### src/rtl/piso_serializer4.sv
// piso_serializer4: parallel-in, serial-out shifter with valid/ready load
// handshake, ser_en pacing and first/last framing markers. Back-to-back
// words are accepted on the final-bit consume cycle, so frames need no gap.
//
// Optional feature: define PISO_PARITY_EN to append an even-parity bit
// (XOR of the loaded word) as an extra beat after each frame. With the macro
// undefined the frame is exactly WIDTH bits and ser_last marks the last data bit.

module piso_serializer4 #(
    parameter int unsigned WIDTH     = 4,
    parameter bit          MSB_FIRST = 1'b1
) (
    input  logic             clk,
    input  logic             rst,
    input  logic [WIDTH-1:0] in_data,
    input  logic             in_valid,
    output logic             in_ready,
    input  logic             ser_en,
    output logic             ser_out,
    output logic             ser_valid,
    output logic             ser_first,
    output logic             ser_last,
    output logic             busy
);

    localparam int unsigned     CntW    = (WIDTH > 1) ? $clog2(WIDTH) : 1;
    localparam logic [CntW-1:0] LastCnt = CntW'(WIDTH - 1);

    typedef enum logic [1:0] {
        StIdle   = 2'd0,
        StShift  = 2'd1,
        StParity = 2'd2
    } state_e;

    state_e           state_q, state_d;
    logic [WIDTH-1:0] shreg_q, shreg_d;
    logic [CntW-1:0]  cnt_q,   cnt_d;
`ifdef PISO_PARITY_EN
    logic             parity_q, parity_d;
`endif

    logic             consume;
    logic             last_data;
    logic             frame_end;
    logic             load;
    logic [WIDTH-1:0] shreg_shifted;

    // Output decode from the current state; all outputs are functions of flops only.
    always_comb begin
        ser_out   = 1'b0;
        ser_valid = 1'b0;
        ser_first = 1'b0;
        ser_last  = 1'b0;
        busy      = (state_q != StIdle);
        case (state_q)
            StShift: begin
                ser_valid = 1'b1;
                ser_out   = MSB_FIRST ? shreg_q[WIDTH-1] : shreg_q[0];
                ser_first = (cnt_q == '0);
`ifdef PISO_PARITY_EN
                // The parity beat carries the frame's last marker instead.
                ser_last  = 1'b0;
`else
                ser_last  = (cnt_q == LastCnt);
`endif
            end
`ifdef PISO_PARITY_EN
            StParity: begin
                ser_valid = 1'b1;
                ser_out   = parity_q;
                ser_last  = 1'b1;
            end
`endif
            default: begin
                ser_valid = 1'b0;
            end
        endcase
    end

    // Handshake decode: a beat is consumed when valid and enabled; the frame's
    // final consume reopens in_ready so the next word loads without a bubble.
    always_comb begin
        consume   = ser_valid & ser_en;
        last_data = (state_q == StShift) && (cnt_q == LastCnt);
`ifdef PISO_PARITY_EN
        frame_end = consume && (state_q == StParity);
`else
        frame_end = consume && last_data;
`endif
        // Reset wins: never advertise readiness while rst is asserted.
        in_ready  = !rst && ((state_q == StIdle) || frame_end);
        load      = in_ready && in_valid;
    end

    // Shift toward the output end, zero-filling the vacated end.
    always_comb begin
        if (MSB_FIRST) begin
            shreg_shifted = {shreg_q[WIDTH-2:0], 1'b0};
        end else begin
            shreg_shifted = {1'b0, shreg_q[WIDTH-1:1]};
        end
    end

    // Next-state logic: load takes priority, otherwise advance on consume.
    always_comb begin
        state_d = state_q;
        shreg_d = shreg_q;
        cnt_d   = cnt_q;
`ifdef PISO_PARITY_EN
        parity_d = parity_q;
`endif
        if (load) begin
            state_d = StShift;
            shreg_d = in_data;
            cnt_d   = '0;
`ifdef PISO_PARITY_EN
            parity_d = ^in_data;
`endif
        end else if (consume) begin
            case (state_q)
                StShift: begin
                    shreg_d = shreg_shifted;
                    if (last_data) begin
                        // Counter wraps to 0 so it never exceeds WIDTH-1.
                        cnt_d = '0;
`ifdef PISO_PARITY_EN
                        state_d = StParity;
`else
                        state_d = StIdle;
`endif
                    end else begin
                        cnt_d = cnt_q + CntW'(1);
                    end
                end
                StParity: begin
                    state_d = StIdle;
                end
                default: begin
                    state_d = StIdle;
                end
            endcase
        end
    end

    // State registers with synchronous active-high reset.
    always_ff @(posedge clk) begin
        if (rst) begin
            state_q <= StIdle;
            shreg_q <= '0;
            cnt_q   <= '0;
`ifdef PISO_PARITY_EN
            parity_q <= 1'b0;
`endif
        end else begin
            state_q <= state_d;
            shreg_q <= shreg_d;
            cnt_q   <= cnt_d;
`ifdef PISO_PARITY_EN
            parity_q <= parity_d;
`endif
        end
    end

endmodule
### config.mk
export PLATFORM = sky130hd
export DESIGN_NAME = piso_serializer4
export DESIGN_NICKNAME = d
export VERILOG_FILES = /design/src/rtl/piso_serializer4.sv
export SDC_FILE = /design/constraint.sdc
export NUM_CORES = 1
export LEC_CHECK = 0
export ABC_AREA = 0
export CORE_AREA = 2 2 39 41
export DETAILED_ROUTE_END_ITERATION = 12
export DIE_AREA = 0 0 41 43
export GPL_TIMING_DRIVEN = 0
export HOLD_SLACK_MARGIN = 0.03
export PLACE_DENSITY = 0.69
export SLEW_MARGIN = 20
export SYNTH_ARGS = -nofsm -noshare
export SYNTH_HDL_FRONTEND = slang
export SYNTH_SLANG_ARGS = --single-unit
export TNS_END_PERCENT = 30
### constraint.sdc
create_clock -name clk -period 2.3 [get_ports clk]
set_input_delay 0.46 -clock clk [delete_from_list [all_inputs] [get_ports clk]]
set_output_delay 0.46 -clock clk [all_outputs]
set_load 0.02 [all_outputs]
### Yosys cells after proc, flatten, opt, wreduce, memory -nomap -nowiden

Index checks and enable logic that the tools add are counted.
Widths: inputs -> output; s select.

* output and inout port bits: 6
* register bits after elaboration: 8
* logic and storage cells: 38
* bits of input ports: 8

* muxes and demuxes: 12
* bitwise operators: 1
* add/sub/neg operators: 1
* equality and inequality tests: 4
* reductions and logical operators: 16

Operators with widths (number)
* $mux 4: 3
* $reduce_and 2->1: 4
* $mux 1: 6
* $mux 2: 3
* $reduce_bool 2->1: 3
* $logic_and 1x1->1: 4
* $logic_not 2->1: 2
* $ne 3x3->1 const B: 1
* $add 2x1->2 const B: 1
* $eq 2x1->1 const B: 1
* $eq 2x2->1 const B: 1
* $ne 2x2->1 const B: 1
* $reduce_or 2->1: 1
* $and 1x1->1: 1
* $logic_not 1->1: 1
* $logic_or 1x1->1: 1

### Longest topological paths before layout

* word-level depth: 9
* depth in mapped cells: 5
* depth with buffers taken out: 5

### Least setup slack after synthesis

OpenSTA, ideal clock, no wires.

* kind: register to output
* from: register state_q[0]
* to: output in_ready
* stages on the path, launching flop included: 4
* arrival time: 1029 ps
* slack: 811 ps
* buffers on the path: 1
* required time: 1840 ps
* cells stage by stage: dfxtp_1 > buf_2 > a21boi_0 > nor2_1

* word-level cells in the longest chain between the ends: 6
* elaborated cells on any way between the ends: 8
* classes of those cells: eq/ne (1); mux (1); bitwise (1); reduce/logical (5)

RTL lines
* start: declaration: RTL line 35 `state_e state_q, state_d;`
* start signal: assignment: RTL line 148 `state_q <= StIdle;`
* start signal: assignment: RTL line 155 `state_q <= state_d;`
* $eq 2x1->1: RTL line 55, 84
* $mux 1: RTL line 55 `case (state_q)`
* $and 1x1->1: RTL line 83 `consume = ser_valid & ser_en;`
* $logic_and 1x1->1: RTL line 88 `frame_end = consume && last_data;`
* $logic_or 1x1->1 (*): RTL line 91 `in_ready = !rst && ((state_q == StIdle) || frame_end);`
* $logic_and 1x1->1 (*): RTL line 91
* end: declaration: RTL line 17 `output logic in_ready,`

Mark *: on every way between the ends. The rest lies on a longest branch, timed or not.

### Final worst setup path

* from: input ser_en
* to: output in_ready

* word-level cells in the longest chain between the ends: 4

RTL lines
* start: declaration: RTL line 18 `input logic ser_en,`
* $and 1x1->1: RTL line 83
* $logic_and 1x1->1: RTL line 88
* $logic_or 1x1->1: RTL line 91
* $logic_and 1x1->1: RTL line 91

Every way passes these cells.

==> results.cfg <==
[run]
drv_cap = 0

[cts]
clk_pin_slew_ns = 0.05
cts_buffer_depth = 2
insertion_delay_ns = 0.25
cts-root-buf = clkbuf_4
cts_tree = built
cts_buffers = 3
cts_resized = 1
h-tree-depth = 1
post_cts.repair.setup_buffers = 0
hold_buffers = 0
clock-sinks = 7

[setup_path]
worstSetupStartpointType = primary input
crit_type = in2out
path_cells = clkdlybuf4s50_1 > a21boi_0 > nor2_1 > dlygate4sd2_1
cp.required_ns = 1.84
path_buf_inv = 2
max_stage_delay_ns = 0.63
crit_family = buffers and inverters
rr_worst_depth = 4
cp.arrival_ns = 1.71
cpMaxStageDelayCell = clkdlybuf4s50_1
end_kind = primary output
worstPathMaxFanout = 9
crit_cells = 4

[timing]
hold_violations = 0
rsz0062_at_grt = false
skew_ns = 0.003445
fmax_mhz = 460.1
fin_crit_ns = 2.173
period_share_pct = 94.49
setup_tns_ns = 0
worst_slack_ns = 0.1267
relSlewSlack_pct = 78.42
worst_slew_pin_slew_ns = 0.3237
maxSlewViolCount = 0
setup_viol = 0

[detailed_routing]
vias = 396
detail_route.wl_per_cell_um = 10.57
wl_um = 835
drc = 0
viasPerCell = 5.013
highest_layer = met3
firstDrtPassIters = 4
antenna_left = 0
wl_met3_um = 73
wirelength_met1_um = 392
initialDrtViolationCount = 11
wl_met2_um = 370

[logic_synthesis]
synth_cell_types = 21
synth_seq_cells = 7
synth.most_common_cell = dfxtp_1
syn-num-nets = 58
synthTopCellsByArea = dfxtp_1 (34%), a221oi_1 (6.4%), ha_1 (6.1%)
yosysTopAreaCellShare_pct = 34.04
ys_seq_area_share_pct = 34.04
synthCells = 48
syn_area_um2 = 411.6
synthArstFlopShare_pct = 0
syn_avg_cell_area_um2 = 8.576
synth_ff_type = dfxtp_1
synth_top_area_cell = dfxtp_1
synthTopCellsByCount = dfxtp_1 (7), inv_1 (5), nor2_1 (5)
ys_warn_count = 0
synth_edf_count = 0

[grt]
overflow = 0
antenna_found_initial = 0
track_usage_pct = 12.90
grt_start_max_net_pins = 11
grt_pass1_wl_um = 1490
grt_pass1_vias = 344

[cells_and_area]
drive_above_1_share_pct = 19.05
finalInstanceArea_um2 = 566.8
regArea_um2 = 140.1
n_antenna_cell = 0
fillers = 159
layout.nets = 74
area_growth_syn_to_layout_pct = 37.69
multiInputGateArea_um2 = 231.5

[pwr]
power_density_nw_per_um2 = 550.2
power.total_uw = 311.8
p_leak_uw = 0.0002489
peakVddDrop_mv = 0.2399

[min_path]
hold_class = in2reg
holdPathStages = 2

[placement]
place_congestion = 0.7350
dpl_cell_area_um2 = 541.8
preCtsSetupSlack_ns = -0.1574
dp_hpwl_um = 612.1
portBuffers = 11

[floorplanning]
die_w_um = 41
dieArea_um2 = 1763
core_um2 = 1384
start_util_pct = 29.75
io_pins = 14
num_rows = 14
fp.dieH_um = 43

[outcome]
status = finished, final reports clean
[where the power goes]
| group | internal [uW] | switching [uW] | total [uW] | leakage, uW |
|---|---|---|---|---|
| sequential | 129 | 4.75 | 134 | 0.0000576 |
| combinational | 35.0 | 30.9 | 65.9 | 0.000176 |
| clock | 66.3 | 46.0 | 112 | 0.0000150 |
| total | 230 | 81.6 | 312 | 0.000249 |
[final timing paths]
path                 start          to  slack, ns
setup / recovery    ser_en    in_ready       0.13
hold / removal         rst  shreg_q[0]       0.53
setup reg to reg  cnt_q[0]  shreg_q[1]       0.96
hold reg to reg   cnt_q[1]    cnt_q[1]       0.54
[final cells by class]
type,instances,area share [%]
sequential,7,24.72
multi-input combinational,32,40.84
buffer,4,3.753
tap,16,3.532
timing repair buffer,11,19.21
inverter,5,3.311
clock buffer,4,4.636
[worst reg2reg max path: stages, from the launching register on]
cell	delay, ns
dfxtp_1	0.34
ha_1	0.27
a21bo_1	0.22
a221oi_1	0.31
a211oi_1	0.08
[per-layer routing]
| layer | vias to the layer above | GRT usage (%) |
|---|---|---|
| met1 | 175 | 16.29 |
| met5 | - | 0 |
| met3 | 0 | 4.712 |
| li1 | 204 | - |
| met4 | 0 | 10.00 |
| met2 | 17 | 16.88 |
[flip-flops by register name (all words and copies together) (netlist names)]
name,cells
cnt_q,2
shreg_q,4
state_q,1
[cell families after synthesis]
| family | after synthesis | synth area share (%) |
|---|---|---|
| buffers and inverters | 9 | 9.727 |
| AND/OR/NAND/NOR | 18 | 25.23 |
| adder cells (fa/ha/maj) | 2 | 6.078 |
| flip-flops | 7 | 34.04 |
| AO/OA/AOI/OAI | 10 | 20.06 |
| multiplexers | 2 | 4.863 |
[stage by stage]
step                      hold slack, ns  util, %  cells
after global placement            0.5281    39.15     75
after detailed placement          0.5282    39.15     75
final                             0.5347    40.96     79
after CTS                         0.5362    40.96     79
after floorplan                   0.5063        -     48
after global routing              0.5526    40.96     79
[layout by cell type (no fill, tap or decap)]
master,n
a21boi_0,1
ha_1,2
nand2_1,2
dlygate4sd2_1,1
and2_4,1
a221oi_1,3
buf_1,1
and3_2,3
a21oi_1,1
nor2_1,5
a21bo_1,1
clkbuf_4,3
clkbuf_1,1
clkdlybuf4s50_1,10
inv_1,5
buf_4,1
and4b_2,1
a211oi_1,3
and2_1,3
nor3_1,2
o221a_2,1
mux2i_1,2
dfxtp_1,7
nand4_1,1
buf_2,2
Note: power is estimated with default switching activity, not from simulation.
==> variant 1 (config.mk and constraints unchanged) <==
`WIDTH`: 4 -> 2.
--- a/src/rtl/piso_serializer4.sv
+++ b/src/rtl/piso_serializer4.sv
@@ -7,7 +7,7 @@
 // undefined the frame is exactly WIDTH bits and ser_last marks the last data bit.
 
 module piso_serializer4 #(
-    parameter int unsigned WIDTH     = 4,
+    parameter int unsigned WIDTH     = 2,
     parameter bit          MSB_FIRST = 1'b1
 ) (
     input  logic             clk,
Interface: changed (resized in_data); port bits go from 14 to 12. The function was not compared with the original's and may differ.
==> variant 1 against the unedited design <==
- final area fell by 32%
- non-clock buffer count is 2 lower
- critical endpoint unchanged
- largest power group is now clock
- area after synthesis fell by 44%
- sequential cell count down 3
- first-iteration DRC count down 100%
- setup slack got worse by 16 ps
- total power shrank 29%
- fmax shrank 0.75%
- routed wire length shrank 41%
- combinational power fell by 15%
- critical path type unchanged
- global-route usage down 6.3 points
- die area is the same
- clock skew decreased by 1.5 ps
- highest routed layer unchanged
- largest cell class unchanged
==> variant 1: results (changes against the unedited design) <==
multi_input_cells: 20  # -38%
leakage_nw: 0.154  # -38%
multi_input_area_um2: 133  # -43%
grt_pass1_vias: 211  # -39%
yosys-top-cells-area: "dfxtp_1 35%, nor2_1 8.1%, a221oi_2 6.5%"
use_met1: 0.0772  # -0.0857
fin_cells: 56  # -29%
buf_share: 0.333  # +0.104
place_inst: 53  # -29%
drtIter0Drc: 0  # -11
grt_pass1_wl_um: 738  # -50%
whs_ps: 481  # -54.2 ps
cp_data_arrival_time_ps: 1730  # +20 ps
wl_um: 490  # -41%
skew_ps: 1.90  # -1.55 ps
firstDrtPassIters: 1  # -3
slowest_stage: "clkdlybuf4s50_1"
ys_top_cells_by_count: "5 x nor2_1, 4 x dfxtp_1, 2 x and2_1, 2 x nor3b_1"
area_share_clock_buf_inv: 0.0588  # +0.0125
nets: 48  # -35%
drive_gt1_frac: 0.175  # -0.0155
netlist_area_um2: 231  # -44%
path_max_fanout: 6  # -3
clock_buffers: 3  # -1
worst_slack_ps: 110  # -16.5 ps
dpl-instance-area_um2: 362  # -33%
hold_depth: 2  # unchanged
multi_input_area_share: 0.346  # -0.0620
place_ws_ps: -91.3  # +66.1 ps
seq_area_frac: 0.209  # -0.0381
vias: 220  # -44%
max_slew.worst_pin.slew_ps: 349  # +24.8 ps
n_all_inverters: 0  # -5
avgSynthCellArea_um2: 8.90  # +3.8%
ir_worst_vdd_mv: 0.177  # -26%
run_status: "finished clean"
yosysUniqueCellTypes: 17  # -19%
synth_fp_nets: 32  # -45%
cp_slowest_stage_delay_ps: 510  # -120 ps
grt_usage: 0.0663  # -0.0628
clock_latency_ps: 230  # -20 ps
routabilityCongestion: 0.624  # -15%
n_sequential_cell: 4  # -3
hold_class: "reg2reg"
globalRouteMet3Util: 0.0314  # -0.0157
reg_top3: "shreg_q x2, cnt_q x1, state_q x1"
yosysSeqAreaShare: 0.346  # +0.00552
==> variant 1: cell types whose count changed in the layout (fill, tap and decap cells not counted), moves of 3 or more <==
cell      unedited run  this run
a211oi_1             3         0
a221oi_1             3         0
and3_2               3         0
dfxtp_1              7         4
inv_1                5         0
==> variant 1: path summary, 6_finish.rpt <==
kind                    from    endpoint
setup / recovery      ser_en    in_ready
hold / removal    shreg_q[0]  shreg_q[0]
setup reg to reg  state_q[0]  shreg_q[1]
hold reg to reg   shreg_q[0]  shreg_q[0]
==> variant 1: worst min-delay path: stages, from the launching register on <==
cell,delay [ps]
dfxtp_1,310
a32oi_1,60
nor2_1,70
==> variant 1: routing by layer <==
| metal | up-vias | part of all wire |
|---|---|---|
| met1 | 93 | 0.50 |
| met3 | 0 | 0.084 |
| li1 | 118 | - |
| met2 | 9 | 0.41 |
| met5 | - | 0 |
| met4 | 0 | 0 |
==> variant 1: power by group <==
group	switching [mW]	internal (mW)	total, mW	leakage [nW]
combinational	0.0246	0.0315	0.0560	0.107
clock	0.0276	0.0583	0.0859	0.0138
sequential	0.00388	0.0745	0.0784	0.0330
==> variant 1: kinds of logic after synthesis <==
| group | synth area share |
|---|---|
| mux | 0.0432 |
| compound gates | 0.200 |
| buf+inv | 0.0811 |
| xor+xnor | 0.0378 |
| flops | 0.346 |
| simple gates | 0.292 |
==> variant 1: repair_timing <==
| action | CTS | global route |
|---|---|---|
| resized for setup | 1 | 0 |
| hold buffers | 0 | 0 |
| setup endpoints to repair | 1 | 0 |
==> variant 2 (same flow settings) <==
Without the edit above. The 3 states of `state_e` get a one-hot encoding in 3 bits.
--- a/src/rtl/piso_serializer4.sv
+++ b/src/rtl/piso_serializer4.sv
@@ -26,10 +26,10 @@
     localparam int unsigned     CntW    = (WIDTH > 1) ? $clog2(WIDTH) : 1;
     localparam logic [CntW-1:0] LastCnt = CntW'(WIDTH - 1);
 
-    typedef enum logic [1:0] {
-        StIdle   = 2'd0,
-        StShift  = 2'd1,
-        StParity = 2'd2
+    typedef enum logic [2:0] {
+        StIdle   = 3'b001,
+        StShift  = 3'b010,
+        StParity = 3'b100
     } state_e;
 
     state_e           state_q, state_d;
Behaviour: no difference found for any inputs over 10 cycles, from zero or initial values and one cycle with rst high; not proved beyond that.
==> variant 2 against the unedited design <==
- final area is 6.2% higher
- count of clock-buffer cells in the layout is 1 lower
- setup slack worse by 130 ps
- total power is 8.6% higher
- utilization is 2.5 points higher
- routed wire length is 10% higher
- sequential power is 17% higher
- area after synthesis is 6.4% higher
- sequential cell count is 1 higher
- largest cell class unchanged
==> variant 2: results (changes against the unedited design) <==
skew_ps: 1.66  # -1.79 ps
ir_worst_vdd_mv: 0.249  # +3.7%
leakage_nw: 0.241  # -3.3%
regArea_um2: 160  # +14%
n_all_inverters: 3  # -2
grt_pass1_vias: 385  # +12%
run_status: "finished clean"
vias: 417  # +5.3%
dp_hpwl_um: 677  # +11%
reg2reg_slack_ps: 860  # -100 ps
place_ws_ps: -291  # -134 ps
drive_gt1_frac: 0.138  # -0.0520
synthMuxAreaShare: 0.0229  # -0.0258
min_to: "shreg_q[3]"
whs_ps: 492  # -42.9 ps
fill_cells: 150  # -5.7%
firstDrtPassIters: 3  # -1
yosysUniqueCellTypes: 23  # +9.5%
yosys-top-cells-area: "dfxtp_1 37%, a211oi_1 6.9%, a311oi_1 6.0%"
reg_top3: "shreg_q x4, cnt_q x2, state_q x2"
final_cell_area_um2: 602  # +6.2%
synth_compound_area_frac: 0.234  # +0.0337
grt_pass1_wl_um: 1520  # +1.9%
viasPerCell: 5.15  # +2.7%
reg2reg_to: "shreg_q[2]"
multi_input_cells: 36  # +13%
area_share_clock_buf_inv: 0.0374  # -0.00894
ys_top_cells_by_count: "8 x dfxtp_1, 5 x nand2_1, 4 x a211oi_1"
n_sequential_cell: 8  # +1
synth_fa_ha_area_frac: 0.0571  # -0.00365
drtIter0Drc: 6  # -5
cp_data_arrival_time_ps: 1840  # +130 ps
buf_share: 0.222  # -0.00713
port_buffers: 12  # +1
place_inst: 78  # +4.0%
grt_usage: 0.130  # +0.000746
routabilityCongestion: 0.717  # -2.5%
yosysSeqAreaShare: 0.366  # +0.0253
dpl-instance-area_um2: 578  # +6.7%
path_max_fanout: 8  # -1
-- variant 2: cell count changes after synthesis, sizes merged, moves of 2 or more --
cell / change
buf: -2
inv: -2
nor2: -5
a221oi: -3
nand3: +3
and3: -3
a21o: +2
a21oi: +2
a311oi: +3
nand2: +3
nand2b: +2
-- variant 2: what timing repair did --
| action | CTS | global route |
|---|---|---|
| setup buffers | 0 | 0 |
| gates cloned | 0 | 0 |
| hold endpoints to repair | 0 | 0 |
| resized for setup | 2 | 1 |
| endpoints found under the setup margin | 1 | 4 |
-- variant 2: where the power goes --
group          switching (mW)  total (mW)  internal [mW]
clock                  0.0464       0.106         0.0596
combinational          0.0368      0.0750         0.0383
sequential            0.00780       0.157          0.150
-- variant 2: layer usage --
layer / GRT usage / routed length, um
met5: 0 / 0
met4: 0.100 / 13
met3: 0.0209 / 52
met2: 0.197 / 406
met1: 0.152 / 448
-- variant 2: critical path, stage by stage --
cell,delay (ps)
clkdlybuf4s50_1,580
nand4b_2,240
a21oi_1,230
clkdlybuf4s15_1,320
